[src/rtl/i2s_primary_tx.sv]
// I2S primary transmitter: 64-bit stereo frames, sck = ck/(2*DIV), samples MSB-first one bit after the ws edge.
// Latency: a pair accepted during frame N is sent in frame N+1. Backpressure: in_ready stays low until the holding register moves into the shift registers at frame start.
// Optional I2S_UNDERRUN_COUNT_EN adds a saturating 16-bit underrun counter with a synchronous clear input.
module i2s_primary_tx #(
    parameter int DIV  = 4,
    parameter int BITS = 16
) (
    input  logic            ck,
    input  logic            rst,
    input  logic            in_valid,
    output logic            in_ready,
    input  logic [BITS-1:0] in_left,
    input  logic [BITS-1:0] in_right,
    output logic            sck,
    output logic            ws,
    output logic            sd,
    output logic            en,
    output logic [5:0]      frame_posn,
    output logic            underrun
`ifdef I2S_UNDERRUN_COUNT_EN
    ,
    input  logic            underrun_clr,
    output logic [15:0]     underrun_count
`endif
);

    localparam int CW = $clog2(2 * DIV);
    localparam logic [CW-1:0] CNT_MAX = CW'(2 * DIV - 1);
    localparam logic [CW-1:0] CNT_DIV = CW'(DIV);
    localparam logic [5:0] L_FIRST = 6'd1;
    localparam logic [5:0] L_LAST  = 6'(BITS);
    localparam logic [5:0] R_FIRST = 6'd33;
    localparam logic [5:0] R_LAST  = 6'(32 + BITS);

    logic [CW-1:0]   count;
    logic [CW-1:0]   count_nxt;
    logic            wrap;
    logic            frame_start;
    logic [5:0]      posn_nxt;
    logic            handshake;
    logic            hold_full;
    logic [BITS-1:0] hold_left;
    logic [BITS-1:0] hold_right;
    logic [BITS-1:0] shift_left;
    logic [BITS-1:0] shift_right;

    assign wrap        = (count == CNT_MAX);
    assign count_nxt   = wrap ? '0 : count + 1'b1;
    assign posn_nxt    = frame_posn + 6'd1;
    assign frame_start = wrap && (frame_posn == 6'd63);
    assign in_ready    = !hold_full;
    assign handshake   = in_valid && in_ready;

    // sck is a register that mirrors the upper half of the divider count.
    always_ff @(posedge ck or posedge rst) begin
        if (rst) begin
            count <= CNT_DIV;
            sck   <= 1'b1;
            en    <= 1'b0;
        end else begin
            count <= count_nxt;
            sck   <= (count_nxt >= CNT_DIV);
            en    <= wrap;
        end
    end

    always_ff @(posedge ck or posedge rst) begin
        if (rst) begin
            hold_full  <= 1'b0;
            hold_left  <= '0;
            hold_right <= '0;
        end else if (frame_start && hold_full) begin
            hold_full <= 1'b0;
        end else if (handshake) begin
            hold_left  <= in_left;
            hold_right <= in_right;
            hold_full  <= 1'b1;
        end
    end

    // All serial outputs change together on the sck falling edge.
    always_ff @(posedge ck or posedge rst) begin
        if (rst) begin
            frame_posn  <= 6'd63;
            ws          <= 1'b1;
            sd          <= 1'b0;
            underrun    <= 1'b0;
            shift_left  <= '0;
            shift_right <= '0;
        end else begin
            underrun <= frame_start && !hold_full;
            if (wrap) begin
                frame_posn <= posn_nxt;
                ws         <= posn_nxt[5];
                if (frame_start) begin
                    sd          <= 1'b0;
                    shift_left  <= hold_full ? hold_left  : '0;
                    shift_right <= hold_full ? hold_right : '0;
                end else if (posn_nxt >= L_FIRST && posn_nxt <= L_LAST) begin
                    sd         <= shift_left[BITS-1];
                    shift_left <= {shift_left[BITS-2:0], 1'b0};
                end else if (posn_nxt >= R_FIRST && posn_nxt <= R_LAST) begin
                    sd          <= shift_right[BITS-1];
                    shift_right <= {shift_right[BITS-2:0], 1'b0};
                end else begin
                    sd <= 1'b0;
                end
            end
        end
    end

`ifdef I2S_UNDERRUN_COUNT_EN
    // Clear takes priority over a coincident underrun.
    always_ff @(posedge ck or posedge rst) begin
        if (rst) begin
            underrun_count <= 16'h0000;
        end else if (underrun_clr) begin
            underrun_count <= 16'h0000;
        end else if (underrun && underrun_count != 16'hFFFF) begin
            underrun_count <= underrun_count + 16'h0001;
        end
    end
`else
`endif

endmodule

[config.mk]
export PLATFORM = sky130hd
export DESIGN_NAME = i2s_primary_tx
export DESIGN_NICKNAME = d
export VERILOG_FILES = /design/src/rtl/i2s_primary_tx.sv
export SDC_FILE = /design/constraint.sdc
export NUM_CORES = 1
export LEC_CHECK = 0
export BUFFER_PORTS_ARGS = -buffer_cell sky130_fd_sc_hd__buf_2
export CAP_MARGIN = 10
export CORE_MARGIN = 5
export CORE_UTILIZATION = 54
export CTS_BUF_LIST = sky130_fd_sc_hd__clkbuf_2 sky130_fd_sc_hd__clkbuf_4 sky130_fd_sc_hd__clkbuf_8
export DETAILED_ROUTE_END_ITERATION = 12
export PLACE_DENSITY = 0.87
export SYNTH_ARGS = -nofsm -noshare
export SYNTH_HDL_FRONTEND = slang
export SYNTH_SLANG_ARGS = --single-unit
[constraint.sdc]
create_clock -name ck -period 2.32 [get_ports ck]
set_clock_uncertainty 0.2 [all_clocks]
set_input_delay 0.232 -clock ck [delete_from_list [all_inputs] [get_ports ck]]
set_output_delay 0.232 -clock ck [all_outputs]
set_load 0.02 [all_outputs]
# After elaboration in Yosys (flattened, before gate mapping)
# Index checks and enable logic that the tools add are counted.
# op_classes
add_sub_neg	2
mul	0
div	0
order_cmp	5
eq_ne	3
shifts	0
n_mux	13
bitwise_logic	1
reduce_logical	13
# ops
operator	n
16-bit 2-to-1 mux	7
6-bit by 1-bit adder with 6-bit output (second input constant)	1
6-bit == test (second input constant)	1
6-bit by 1-bit >= comparator with 1-bit output (second input constant)	1
6-bit >= comparator (second input constant)	1
6-bit by 5-bit less-or-equal comparator with 1-bit output (second input constant)	1
6-bit less-or-equal comparator (second input constant)	1
1-bit logical AND	6
2-bit nonzero test	3
1-bit 2-to-1 mux	5
2-bit AND reduction	2
3-bit by 1-bit adder with 3-bit output (second input constant)	1
3-bit == test (second input constant)	1
3-bit >= comparator (second input constant)	1
3-bit 2-to-1 mux	1
3-bit AND reduction	1
2-bit != test (second input constant)	1
1-bit zero test	1
1-bit NOT	1
# word_totals
ff_bits	79
latchBits	0
ram_bits	0
romBits	0
input_bits	35
out_inout_bits	12
wordCells	49
n_memories	0

# Logic depth before layout (Yosys ltp)
# depth
depth_word	6
depth_mapped	9

# Worst setup path after synthesis
# No wires, ideal clock.
# synth_timing
path_type	register -> register
from	reg frame_posn[1]
to	reg shift_left[10]
setup_ns	0.128
arrival_ns	2.051
path_slack_ns	-0.060
path_stages_with_launch	9
path_cell_list	dfstp_2 ha_1 or3b_1 a21oi_1 o311ai_1 or2_1 buf_6 buf_12 mux2i_1
# synth_via
elab_chain_cells	5
# synth_rtl
element	line	rtl
start: declaration	18	output logic [5:0] frame_posn,
start signal: assignment	93	frame_posn <= posn_nxt;
6-bit by 1-bit adder with 6-bit output	49	assign posn_nxt = frame_posn + 6'd1;
6-bit by 1-bit >= comparator with 1-bit output / 6-bit by 5-bit less-or-equal comparator with 1-bit output (equally long branches)	99	end else if (posn_nxt >= L_FIRST && posn_nxt <= L_LAST) begin
1-bit logical AND	99	
2-bit nonzero test (no line)	-	
2-bit AND reduction (no line)	-	
end signal: assignment	97	shift_left <= hold_full ? hold_left : '0;
end signal: assignment	101	shift_left <= {shift_left[BITS-2:0], 1'b0};
end: declaration	44	logic [BITS-1:0] shift_left;
# Parallel ways exist; a longest one is shown, timed or not.
# A chain may end at the register's enable or synchronous reset.

# Final worst setup path
# layout_timing
from	reg frame_posn[0]
to	reg shift_left[12]
# The elaborated chain is that of the path after synthesis.

==> qor.csv <==
metric,value,unit
outcome,"finished, violations left",
failing checks,setup timing,
Final setup viols,19,
dominant cells by area after synthesis,"dfrtp_1 49%, a22oi_1 13%, mux2_2 10%",
htree depth,3,
Layout Nets,413,
IO Port Bufs,46,
most common cell in the synthesized netlist,dfrtp_1,
crit-path max FO,5,
layout cells sized above 1,38.4,%
routed length per placed instance,18.5,um
Post-synth EDFFs,0,
ANT nets after route,0,
hpwl dp,4790,um
Placer Congestion,0.843,
Static Leak,2.28,nW
most common library cells after synthesis,"70 x dfrtp_1, 60 x a22oi_1, 32 x mux2_2",
crit end category,flop,
first-pass iteration count of the detailed router,4,
total power,0.00287,W
R2R setup slack,-0.06,ns
worst slew pin tran,0.557,ns
hold path endpoint,count[0]$_DFF_PP0_,
Slew headroom,62.9,%
FILL cells,405,
"delay-heaviest family, CP",simple AND/OR/NAND/NOR gates,
largest family of logic cells by synthesized area,multiplexers,
Worst Hold Depth,1,
TritonCTS buffer count,9,
"Reg clk slew, reported paths",0.08,ns
worst path buffer plus inverter count,2,
Final Instance Area,4770,um2
DP Area,3930,um2
Max Root-Sink Buffers,2,
FP Rows,29,
DIE AREA,8330,um2
fin. max-slew vios,0,
I/O pins,47,
Critical Path RT,2.35,ns
final setup TNS,-0.679,ns
Routed WL,8410,um
Startpoint Class,flop,
first-pass GRT wire length,13100,um
CTS tree,done,
Max Clk Rate,420,MHz
Root Buffer,clkbuf_8,
Post-Syn Nets,317,
RSZ-0062 raised after global routing,yes,
Final Hold Violating Endpoints,0,
Synth Area in Adders,1.75,%
die width,91.3,um
period utilization,103,%
hold path start,count[0]$_DFF_PP0_,
Iter 0 DRT Violations,176,
Synth Register Bits,77,
Tot GR Track Use,19.3,%
P per Cell Area,602,nW/um2
synth unique cells,36,
largest net degree at the start of global routing,46,
CP arrival,2.42,ns
CTS sink cnt,77,
HP Class,flop to flop,
Avg Vias per Cell,5.95,
CP Class,flop to flop,
Worst path max stage delay,0.58,ns
compound-cell area share of the yosys netlist,15.2,%
worst setup margin,-0.0617,ns
Tmin final,2.38,ns
R2R cell count,8,
Synth Warn #,0,
CP cell instances,buf_6 -> ha_4 -> or3b_1 -> a21oi_2 -> o311ai_4 -> or2_4 -> clkbuf_16 -> mux2i_1,
drc violations,0,
Mapped Cells,277,
Syn Area/Cell,12.9,um2
proportion of synthesized area in mux cells,18.8,%
Yosys top cell area share,49.1,%
grt total ovfl,0,
Post-Synth Simple-Gate Area,3.51,%
vias in the first global route,2701,
worst vdd ir,0.000633,V
Synth area leader,dfrtp_1,
max cap viols,0,
FF-to-FF End,shift_left[12]$_DFFE_PP0P_,
mapped cell area,3570,um2
initial antenna violation count,0,
share of the yosys chip area belonging to registers,54.3,%
Syn-to-layout area delta,33.7,%
slowest CP cell,dfstp_2,
antenna cells,0,
Synth Flop Type,dfrtp_1,
worst-skew pair later-pin latency,0.35,ns
asr flop ratio synth,100,%
Starting Density,55.9,%
die height,91.3,um
core area,6390,um2
post-synthesis xor/xnor area fraction,1.47,%
launching point of the worst reg2reg path,frame_posn[0]$_DFFE_PP1P_,
via count,2708,
## sequential cells by signal, indices dropped and copies added (netlist names)
signal       cells
sd               1
underrun         1
shift_right     16
count            3
hold_left       16
hold_right      16
hold_full        1
en               1
ws               1
shift_left      16
frame_posn       5
## per-layer routing
metal	GRT usage (%)	routed length [um]
met5	0	0
met4	7.46	189
met3	4.63	452
met2	32.5	4490
met1	24.1	3280
## cell type report
cell class	count	area, um2	area share [%]
Multi-Input combinational cell	169	1530	32.0
Sequential cell	77	1940	40.6
Clock inverter	6	111	2.34
Clock buffer	10	131	2.76
Inverter	5	22.5	0.472
Tap cell	77	96.3	2.02
Timing Repair Buffer	111	945	19.8
## how the worst max path moves through the flow
stage,startpoint,to,slack (ns),depth (start not counted)
floorplan,frame_posn[1]$_DFFE_PP1P_,shift_left[10]$_DFFE_PP0P_,-0.03,8
CTS,frame_posn[0]$_DFFE_PP1P_,shift_right[11]$_DFFE_PP0P_,0.0006,7
global route,frame_posn[0]$_DFFE_PP1P_,shift_left[10]$_DFFE_PP0P_,-0.12,8
finish,frame_posn[0]$_DFFE_PP1P_,shift_left[12]$_DFFE_PP0P_,-0.06,8
detailed placement,frame_posn[0]$_DFFE_PP1P_,shift_right[9]$_DFFE_PP0P_,-0.11,7
global placement,frame_posn[0]$_DFFE_PP1P_,shift_left[5]$_DFFE_PP0P_,0.06,7
## where the power goes
part | total [W] | switching (W) | internal, W
Combinational | 0.000164 | 0.0000583 | 0.000105
Sequential | 0.00146 | 0.0000572 | 0.00141
Clock | 0.00124 | 0.000515 | 0.000727
Total | 0.00287 | 0.000631 | 0.00224
## cells in the final DEF, fill, tap and decap left out, types with 2 or more instances in the layout
cell type      count
nor2_1             6
dlygate4sd3_1     34
inv_1              4
buf_12             3
xnor2_1            2
nand2_1            4
xor2_1             4
clkinvlp_4         2
ha_1               3
clkbuf_16          4
dfrtp_1           70
bufinv_16          3
nand3_1            3
a211o_1            2
dfstp_2            7
mux2_2            32
a22oi_1           60
a32o_1             2
buf_4             15
nand4_1            2
mux2i_1           30
buf_6              9
buf_2             46
clkbuf_8           9
## per-stage QoR
step,cells,hold WS (ns),setup WS [ns],util (%)
finish,455,0.228,-0.0617,74.7
global route,455,0.260,-0.116,74.7
CTS,444,0.232,0.000564,71.1
detailed placement,393,0.170,-0.105,61.5
global placement,393,0.162,0.0564,61.5
floorplan,277,0.157,-0.0327,-
## cells by family (layout without fill, tap and decap cells)
family,after synthesis,after routing
xor gates and xnor gates,6,6
AOI/OAI and AO/OA,71,71
buffers and inverters,31,132
DFF,77,77
adders and majority gates,5,5
and+or+nand+nor,24,24
muxes,63,63
## repair_timing
item | 4_1_cts | 5_1_grt
setup endpoints to repair | 30 | 31
hold endpoints to repair | 103 | 0
buffers inserted | 1 | 7
resized for setup | 5 | 19
hold buffers | 34 | 0
gates cloned | 0 | 4
pin swaps | 0 | 8
Note: power is estimated with default switching activity, not from simulation.
